--- src/rtl/i2c_seq_pkg.sv ---
// ----------------------------------------------------------------------------
// i2c_seq_pkg
// Shared types for the I2C command sequencer: engine opcodes, engine response
// codes, completion status reported to requesters, sequencer FSM states and
// the fixed field widths of a transaction descriptor.
// ----------------------------------------------------------------------------
package i2c_seq_pkg;

    localparam int BUS_W  = 4;
    localparam int ADDR_W = 7;

    typedef enum logic [2:0] {
        OP_SET_BUS  = 3'd0,
        OP_START    = 3'd1,
        OP_STOP     = 3'd2,
        OP_WRITE    = 3'd3,
        OP_READ_ACK = 3'd4,
        OP_READ_NAK = 3'd5
    } cmd_op_e;

    typedef enum logic [1:0] {
        RSP_DONE     = 2'd0,
        RSP_NAK      = 2'd1,
        RSP_ARB_LOST = 2'd2,
        RSP_ERR      = 2'd3
    } rsp_status_e;

    typedef enum logic [1:0] {
        CPL_OK       = 2'd0,
        CPL_NAK      = 2'd1,
        CPL_ARB_LOST = 2'd2,
        CPL_TIMEOUT  = 2'd3
    } cpl_status_e;

    typedef enum logic [2:0] {
        ST_IDLE    = 3'd0,
        ST_SET_BUS = 3'd1,
        ST_START   = 3'd2,
        ST_ADDR    = 3'd3,
        ST_XFER    = 3'd4,
        ST_STOP    = 3'd5,
        ST_DONE    = 3'd6
    } seq_state_e;

    // Address byte on the wire: 7-bit slave address followed by the R/W bit.
    function automatic logic [7:0] addr_byte(input logic [ADDR_W-1:0] addr, input logic rw);
        return {addr, rw};
    endfunction

    // The final byte of a read is NAKed so the slave releases the bus.
    function automatic cmd_op_e read_op(input logic last);
        return last ? OP_READ_NAK : OP_READ_ACK;
    endfunction

endpackage

--- src/rtl/i2c_rr_arbiter.sv ---
// ----------------------------------------------------------------------------
// i2c_rr_arbiter
// Combinational round-robin pick: returns the first asserted request found
// searching upward from ptr_i, wrapping past NUM_REQ-1 back to 0.
// Ports:
//   req_i    - request vector
//   ptr_i    - index with highest priority this round
//   valid_o  - at least one request present
//   idx_o    - index of the chosen requester
// ----------------------------------------------------------------------------
module i2c_rr_arbiter #(
    parameter int NUM_REQ = 4,
    parameter int IDX_W   = 2
) (
    input  logic [NUM_REQ-1:0] req_i,
    input  logic [IDX_W-1:0]   ptr_i,
    output logic               valid_o,
    output logic [IDX_W-1:0]   idx_o
);

    int               k_s;
    logic [IDX_W-1:0] w_k;

    // Scan from the pointer; the first hit wins and later hits are masked.
    always_comb begin
        valid_o = 1'b0;
        idx_o   = '0;
        k_s     = 0;
        w_k     = '0;
        for (int i = 0; i < NUM_REQ; i++) begin
            k_s = int'(ptr_i) + i;
            if (k_s >= NUM_REQ) begin
                k_s = k_s - NUM_REQ;
            end else begin
                k_s = k_s;
            end
            w_k = IDX_W'(k_s);
            if (!valid_o && req_i[w_k]) begin
                valid_o = 1'b1;
                idx_o   = w_k;
            end else begin
                valid_o = valid_o;
            end
        end
    end

endmodule

--- src/rtl/i2c_cmd_sequencer.sv ---
// ----------------------------------------------------------------------------
// i2c_cmd_sequencer
// Arbitrates NUM_REQ requesters onto one I2CMB byte-command engine and expands
// each granted descriptor into SET_BUS, START, WRITE(addr), data bytes, STOP.
// One command is outstanding at a time; every command waits for a response.
//
// Ports:
//   clk_i / rst_n_i             clock, asynchronous active-low reset
//   req_*_i                     per-requester request level and descriptor
//   gnt_o                       one-hot grant, held until done
//   wr_valid_i/wr_data_i/wr_ready_o   write byte stream from granted requester
//   rd_valid_o/rd_data_o        read byte pulses to granted requester
//   done_o/status_o             completion pulse and OK/NAK/ARB_LOST/TIMEOUT
//   cmd_*                       command port to the engine (valid/ready)
//   rsp_*                       response port from the engine
//
// Build option: define I2C_SEQ_TIMEOUT_EN to add a response watchdog that
// ends the transaction with TIMEOUT after TO_CYCLES cycles in a WAIT phase.
// ----------------------------------------------------------------------------
module i2c_cmd_sequencer
    import i2c_seq_pkg::*;
#(
    parameter int NUM_REQ   = 4,
    parameter int LEN_W     = 8,
    parameter int TO_CYCLES = 4096
) (
    input  logic                     clk_i,
    input  logic                     rst_n_i,
    input  logic [NUM_REQ-1:0]       req_i,
    input  logic [NUM_REQ*BUS_W-1:0] req_bus_i,
    input  logic [NUM_REQ*ADDR_W-1:0] req_addr_i,
    input  logic [NUM_REQ-1:0]       req_rw_i,
    input  logic [NUM_REQ*LEN_W-1:0] req_len_i,
    output logic [NUM_REQ-1:0]       gnt_o,
    input  logic                     wr_valid_i,
    input  logic [7:0]               wr_data_i,
    output logic                     wr_ready_o,
    output logic                     rd_valid_o,
    output logic [7:0]               rd_data_o,
    output logic                     done_o,
    output logic [1:0]               status_o,
    output logic                     cmd_valid_o,
    input  logic                     cmd_ready_i,
    output logic [2:0]               cmd_op_o,
    output logic [7:0]               cmd_data_o,
    input  logic                     rsp_valid_i,
    input  logic [1:0]               rsp_status_i,
    input  logic [7:0]               rsp_data_i
);

    localparam int IDX_W = (NUM_REQ > 1) ? $clog2(NUM_REQ) : 1;

    // Per-requester descriptor fields split out of the packed ports.
    logic [BUS_W-1:0]  w_bus  [NUM_REQ];
    logic [ADDR_W-1:0] w_addr [NUM_REQ];
    logic [LEN_W-1:0]  w_len  [NUM_REQ];

    for (genvar g = 0; g < NUM_REQ; g++) begin : g_desc
        assign w_bus[g]  = req_bus_i[g*BUS_W +: BUS_W];
        assign w_addr[g] = req_addr_i[g*ADDR_W +: ADDR_W];
        assign w_len[g]  = req_len_i[g*LEN_W +: LEN_W];
    end

    seq_state_e        r_state;
    logic              r_wait;
    logic [IDX_W-1:0]  r_ptr;
    logic [IDX_W-1:0]  r_idx;
    logic [ADDR_W-1:0] r_addr;
    logic              r_rw;
    logic [LEN_W-1:0]  r_cnt;
    cpl_status_e       r_cpl;

    logic [NUM_REQ-1:0] r_gnt;
    logic               r_wr_ready;
    logic               r_rd_valid;
    logic [7:0]         r_rd_data;
    logic               r_done;
    cpl_status_e        r_status;
    logic               r_cmd_valid;
    cmd_op_e            r_cmd_op;
    logic [7:0]         r_cmd_data;

    logic              w_arb_valid;
    logic [IDX_W-1:0]  w_arb_idx;
    rsp_status_e       w_rsp;
    logic              w_cnt_zero;
    logic              w_cnt_one;
    logic              w_cnt_two;
    logic [IDX_W-1:0]  w_ptr_next;
    logic              w_timeout;

    i2c_rr_arbiter #(
        .NUM_REQ (NUM_REQ),
        .IDX_W   (IDX_W)
    ) u_arb (
        .req_i   (req_i),
        .ptr_i   (r_ptr),
        .valid_o (w_arb_valid),
        .idx_o   (w_arb_idx)
    );

    assign w_rsp      = rsp_status_e'(rsp_status_i);
    assign w_cnt_zero = (r_cnt == '0);
    assign w_cnt_one  = (r_cnt == LEN_W'(1));
    assign w_cnt_two  = (r_cnt == LEN_W'(2));
    assign w_ptr_next = (r_idx == IDX_W'(NUM_REQ - 1)) ? '0 : r_idx + IDX_W'(1);

`ifdef I2C_SEQ_TIMEOUT_EN
    localparam int TO_W = $clog2(TO_CYCLES + 1);
    logic [TO_W-1:0] r_to_cnt;

    // Watchdog: counts cycles spent in a WAIT phase, restarts on any response.
    always_ff @(posedge clk_i or negedge rst_n_i) begin
        if (!rst_n_i) begin
            r_to_cnt <= '0;
        end else if (!r_wait || rsp_valid_i) begin
            r_to_cnt <= '0;
        end else begin
            r_to_cnt <= r_to_cnt + TO_W'(1);
        end
    end

    assign w_timeout = r_wait && !rsp_valid_i && (r_to_cnt == TO_W'(TO_CYCLES - 1));
`else
    assign w_timeout = 1'b0;
`endif

    // Sequencer FSM: arbitration, command issue/wait, response handling, outputs.
    always_ff @(posedge clk_i or negedge rst_n_i) begin
        if (!rst_n_i) begin
            r_state     <= ST_IDLE;
            r_wait      <= 1'b0;
            r_ptr       <= '0;
            r_idx       <= '0;
            r_addr      <= '0;
            r_rw        <= 1'b0;
            r_cnt       <= '0;
            r_cpl       <= CPL_OK;
            r_gnt       <= '0;
            r_wr_ready  <= 1'b0;
            r_rd_valid  <= 1'b0;
            r_rd_data   <= 8'h00;
            r_done      <= 1'b0;
            r_status    <= CPL_OK;
            r_cmd_valid <= 1'b0;
            r_cmd_op    <= OP_SET_BUS;
            r_cmd_data  <= 8'h00;
        end else begin
            r_wr_ready <= 1'b0;
            r_rd_valid <= 1'b0;
            r_done     <= 1'b0;
            case (r_state)
                ST_IDLE: begin
                    if (w_arb_valid) begin
                        r_idx       <= w_arb_idx;
                        r_addr      <= w_addr[w_arb_idx];
                        r_rw        <= req_rw_i[w_arb_idx];
                        r_cnt       <= w_len[w_arb_idx];
                        r_cpl       <= CPL_OK;
                        r_gnt       <= {{(NUM_REQ-1){1'b0}}, 1'b1} << w_arb_idx;
                        r_wait      <= 1'b0;
                        r_state     <= ST_SET_BUS;
                        r_cmd_valid <= 1'b1;
                        r_cmd_op    <= OP_SET_BUS;
                        r_cmd_data  <= {4'b0000, w_bus[w_arb_idx]};
                    end
                end

                ST_SET_BUS, ST_START, ST_ADDR, ST_XFER, ST_STOP: begin
                    if (!r_wait) begin
                        if (r_cmd_valid) begin
                            if (cmd_ready_i) begin
                                r_cmd_valid <= 1'b0;
                                r_wait      <= 1'b1;
                            end
                        end else if (wr_valid_i) begin
                            // Write-data fetch: only reachable in XFER of a write.
                            r_wr_ready  <= 1'b1;
                            r_cmd_valid <= 1'b1;
                            r_cmd_op    <= OP_WRITE;
                            r_cmd_data  <= wr_data_i;
                        end
                    end else if (rsp_valid_i) begin
                        r_wait <= 1'b0;
                        if (w_rsp == RSP_ARB_LOST || w_rsp == RSP_ERR) begin
                            // Bus no longer ours: a STOP would be meaningless.
                            r_cpl   <= CPL_ARB_LOST;
                            r_state <= ST_DONE;
                        end else if (r_state == ST_STOP) begin
                            r_state <= ST_DONE;
                        end else if (w_rsp == RSP_NAK) begin
                            r_cpl       <= CPL_NAK;
                            r_state     <= ST_STOP;
                            r_cmd_valid <= 1'b1;
                            r_cmd_op    <= OP_STOP;
                            r_cmd_data  <= 8'h00;
                        end else begin
                            case (r_state)
                                ST_SET_BUS: begin
                                    r_state     <= ST_START;
                                    r_cmd_valid <= 1'b1;
                                    r_cmd_op    <= OP_START;
                                    r_cmd_data  <= 8'h00;
                                end
                                ST_START: begin
                                    r_state     <= ST_ADDR;
                                    r_cmd_valid <= 1'b1;
                                    r_cmd_op    <= OP_WRITE;
                                    r_cmd_data  <= addr_byte(r_addr, r_rw);
                                end
                                ST_ADDR: begin
                                    if (w_cnt_zero) begin
                                        // Address probe: no data phase.
                                        r_state     <= ST_STOP;
                                        r_cmd_valid <= 1'b1;
                                        r_cmd_op    <= OP_STOP;
                                        r_cmd_data  <= 8'h00;
                                    end else if (r_rw) begin
                                        r_state     <= ST_XFER;
                                        r_cmd_valid <= 1'b1;
                                        r_cmd_op    <= read_op(w_cnt_one);
                                        r_cmd_data  <= 8'h00;
                                    end else begin
                                        // Writes enter XFER idle and fetch a byte first.
                                        r_state <= ST_XFER;
                                    end
                                end
                                ST_XFER: begin
                                    r_cnt <= r_cnt - LEN_W'(1);
                                    if (r_rw) begin
                                        r_rd_valid <= 1'b1;
                                        r_rd_data  <= rsp_data_i;
                                    end
                                    if (w_cnt_one) begin
                                        r_state     <= ST_STOP;
                                        r_cmd_valid <= 1'b1;
                                        r_cmd_op    <= OP_STOP;
                                        r_cmd_data  <= 8'h00;
                                    end else if (r_rw) begin
                                        r_cmd_valid <= 1'b1;
                                        r_cmd_op    <= read_op(w_cnt_two);
                                        r_cmd_data  <= 8'h00;
                                    end
                                end
                                default: begin
                                    r_state <= ST_DONE;
                                end
                            endcase
                        end
                    end else if (w_timeout) begin
                        r_wait  <= 1'b0;
                        r_cpl   <= CPL_TIMEOUT;
                        r_state <= ST_DONE;
                    end
                end

                ST_DONE: begin
                    r_done   <= 1'b1;
                    r_status <= r_cpl;
                    r_gnt    <= '0;
                    r_ptr    <= w_ptr_next;
                    r_state  <= ST_IDLE;
                end

                default: begin
                    r_state     <= ST_IDLE;
                    r_wait      <= 1'b0;
                    r_gnt       <= '0;
                    r_cmd_valid <= 1'b0;
                end
            endcase
        end
    end

    assign gnt_o       = r_gnt;
    assign wr_ready_o  = r_wr_ready;
    assign rd_valid_o  = r_rd_valid;
    assign rd_data_o   = r_rd_data;
    assign done_o      = r_done;
    assign status_o    = r_status;
    assign cmd_valid_o = r_cmd_valid;
    assign cmd_op_o    = r_cmd_op;
    assign cmd_data_o  = r_cmd_data;

endmodule

--- config.mk ---
export PLATFORM = sky130hd
export DESIGN_NAME = i2c_cmd_sequencer
export DESIGN_NICKNAME = d
export VERILOG_FILES = /design/src/rtl/i2c_seq_pkg.sv /design/src/rtl/i2c_rr_arbiter.sv /design/src/rtl/i2c_cmd_sequencer.sv
export SDC_FILE = /design/constraint.sdc
export NUM_CORES = 1
export LEC_CHECK = 0
export ABC_AREA = 0
export CAP_MARGIN = 30
export CORE_MARGIN = 3
export CORE_UTILIZATION = 40
export DETAILED_ROUTE_END_ITERATION = 6
export PLACE_DENSITY = 0.72
export SLEW_MARGIN = 0
export SYNTH_ARGS = -nofsm -noshare
export SYNTH_HDL_FRONTEND = slang
export SYNTH_SLANG_ARGS = --single-unit
--- constraint.sdc ---
create_clock -name clk_i -period 2 [get_ports clk_i]
set_input_delay 0.4 -clock clk_i [delete_from_list [all_inputs] [get_ports clk_i]]
set_output_delay 0.4 -clock clk_i [all_outputs]
set_load 0.02 [all_outputs]
==> summary.md <==
| Metric | Value |
|---|---|
| H-tree levels | `2` |
| Largest net degree at the start of global routing | `56` |
| Crit start category | `register` |
| Endpoints failing setup | `0` |
| Final Cycle Share | `96.3%` |
| Num CTS Buffers | `5` |
| Tot GR Track Use | `21.9%` |
| Final WL | `12300 um` |
| DP Cell Count | `707` |
| Drt via density | `5.53` |
| Worst Path Required | `2.20 ns` |
| Family with the most delay on the worst path | `compound AO/OA/AOI/OAI gates` |
| Clock tree buffer depth | `2` |
| Slew headroom | `70.8%` |
| Max Slew Vio Count | `0` |
| Crit-path max FO | `8` |
| Crit-path cells | `buf_4 > o311a_4 > a22o_4 > a222oi_1 > nand3_1` |
| Worst Hold Slack | `0.0545 ns` |
| Die height | `105 um` |
| Synth warnings | `0` |
| Post-synth EDFFs | `0` |
| IO Count | `136` |
| Starting Density | `41.6%` |
| Fin nets | `707` |
| Filler cells | `772` |
| First-pass DRT Iterations | `5` |
| Die X | `105 um` |
| Reg2reg path depth | `5` |
| Power Density | `1300 nW/um2` |
| PortBufs | `135` |
| Stages on the worst setup path | `5` |
| Final global-route overflow total | `0` |
| Hold Path Class | `primary input to async pin` |
| DRT iter0 DRCs | `234` |
| Post-DP HPWL | `9290 um` |
| Worst-margin pin slew | `0.437 ns` |
| Vias in the first global route | `4083` |
| Worst setup path class | `register to register` |
| Clk pin slew, worst setup/hold paths | `0.11 ns` |
| Initial antenna violation count | `0` |
| Avg Inst Size Synth | `9.63 um2` |
| Area of the mapped netlist | `3900 um2` |
| WP buf/inv | `1` |
| Worst path arrival time | `2.13 ns` |
| LEAKAGE | `2.67 nW` |
| Sequential element share of the synthesized area | `35.3%` |
| Total power | `0.00805 W` |
| Fmax | `519 MHz` |
| Synthesized instance count | `405` |
| Synth cell types | `70` |
| Final hold vios | `0` |
| Status | `complete, no violations` |
| Mapped Nets | `517` |
| Clock sinks | `55` |
| Ys flop type | `dfrtp_1` |
| Core ar. | `9370 um2` |
| CTS tree | `built` |
| Synthesis-to-finish area growth | `58.4%` |
| Max Cap Violations | `0` |
| Root Buffer | `clkbuf_8` |
| Detailed-route via count | `4010` |
| Number of diodes | `0` |
| RePlAce Congestion | `0.882` |
| First-pass GRT wire length | `19900 um` |
| Mean routed wirelength per cell | `17.0 um` |
| Slowest stage delay, CP | `0.48 ns` |
| DRC viols | `0` |
| Worst skew pair latency | `0.32 ns` |
| Slowest CP cell | `dfrtp_2` |
| Endpoint class of the critical path | `register` |
| Peak VDD IR | `0.516 mV` |
| Share of cells above drive strength 1 | `26.2%` |
| Unrepaired setup endpoints after global routing | `true` |
| Num rows | `35` |
| ANT nets after route | `0` |
| Setup TNS | `0 ns` |
| Fin Clk Skew | `0.00823 ns` |
| Final Non-Filler Cells | `725` |
| #FFs+latches synth | `55` |
| Die area | `11000 um2` |
| Tmin final | `1.93 ns` |
| Asr flop ratio synth | `100%` |
## cells in the mapped netlist, types with 3 or more instances
library cell	instances	area share (%)
nor2b_1	13	2.1
ha_1	5	1.6
a22o_1	4	0.90
a21oi_1	11	1.4
nor2_1	14	1.3
nor3b_1	3	0.58
o221ai_1	7	1.6
o32ai_1	3	0.67
clkbuf_1	10	0.96
and3_1	7	1.1
buf_6	7	2.0
mux2_2	11	3.2
nand3_1	18	2.3
mux2_1	4	1.2
o21ai_0	21	2.7
or2_2	3	0.48
o2bb2ai_1	4	0.90
buf_4	3	0.58
nand2_1	26	2.5
a222oi_1	4	1.0
o21ai_1	4	0.51
inv_1	12	1.2
nand4_1	7	1.1
o211ai_2	4	1.3
and2_1	4	0.64
mux2i_1	24	6.2
nand2b_1	8	1.3
a21o_1	14	2.7
a22oi_1	11	2.1
and4_1	3	0.67
o221ai_2	5	1.9
nor3_1	3	0.38
a211oi_1	3	0.58
buf_2	12	1.5
nand4b_1	7	1.6
o22ai_1	6	0.96
dfrtp_1	55	35
a21boi_0	5	0.96
## power breakdown
group	total, W	switching, W	leakage (nW)	internal, W
Combinational	0.00537	0.00261	1.94	0.00276
Sequential	0.00203	0.000440	0.687	0.00159
Clock	0.000661	0.000407	0.0461	0.000254
## routing by layer
layer	GRT usage, %	part of all wire, %
met1	28.3	41
met2	37.5	51
met3	3.64	5.9
met4	6.37	1.9
met5	0	0
## placed cells by master (no fill, tap or decap), types with 11 or more instances in the layout
master and count:
buf_4 71, nand2_1 26, nor2b_1 13, o21ai_0 21
a21o_1 14, a21oi_1 11, clkdlybuf4s50_1 129, nand3_1 18
nor2_1 14, inv_1 12, a22oi_1 11, mux2i_1 14
dfrtp_1 52, mux2_2 11
## state kept, by name, indices dropped and copies added (netlist names)
signal / cells
cmd_data_o: 8
rd_valid_o: 1
r_state: 3
gnt_o: 4
r_ptr: 2
r_rw: 1
r_idx: 2
r_cnt: 8
rd_data_o: 8
status_o: 2
r_wait: 1
cmd_valid_o: 1
cmd_op_o: 3
r_cpl: 2
wr_ready_o: 1
r_addr: 7
done_o: 1
## cell type report
type | count | area (um2) | area share, %
sequential | 55 | 1380 | 22.3
clock inverter | 3 | 23.8 | 0.385
clock buffer | 5 | 68.8 | 1.11
tap | 129 | 161 | 2.61
multi-input combinational | 304 | 2450 | 39.7
inverter | 12 | 45.0 | 0.729
timing repair buffer | 217 | 2050 | 33.2
## final timing paths
kind / from / endpoint / slack (ns)
setup / recovery: r_state[0] / cmd_data_o[3] / 0.07
hold / removal: rst_n_i / rd_valid_o / 0.05
setup reg to reg: r_state[0] / cmd_data_o[3] / 0.07
hold reg to reg: r_idx[0] / r_ptr[0] / 0.49
max in group asynchronous: rst_n_i / r_state[0] / 1.69
min in group clk_i: r_idx[0] / r_ptr[0] / 0.49
## worst register-to-register path, cell delays in order, from the launching register on
cell,delay (ns)
dfrtp_2,0.48
buf_4,0.17
o311a_4,0.39
a22o_4,0.27
a222oi_1,0.37
nand3_1,0.12
## timing repair
action                                  4_1_cts  5_1_grt
gates resized for setup                      14       37
hold buffers                                  0        0
gates cloned                                  2        0
endpoints found under the setup margin       16       30
buffers inserted                              4        5
pin swaps                                     2       11
## kinds of logic (layout without fill, tap and decap cells)
family	count (synthesis)	after routing	synth area share, %
adder cells (fa/ha/maj)	7	7	2.12
AND/OR/NAND/NOR	131	131	19.4
AO/OA/AOI/OAI	127	127	25.9
flip-flops	55	55	35.3
buffers and inverters	46	237	6.74
multiplexers	39	39	10.5
## through the flow
step                      area [um2]  utilization, %  worst slack, ns
after detailed placement        5770            61.6           -0.391
after global placement          5770            61.6           -0.316
after floorplan                 3900               -           0.0925
final                           6180            65.9           0.0746
after CTS                       5980            63.8          -0.0212
after global routing            6180            65.9         -0.00842
No activity file was read; power rests on OpenSTA's default activity.
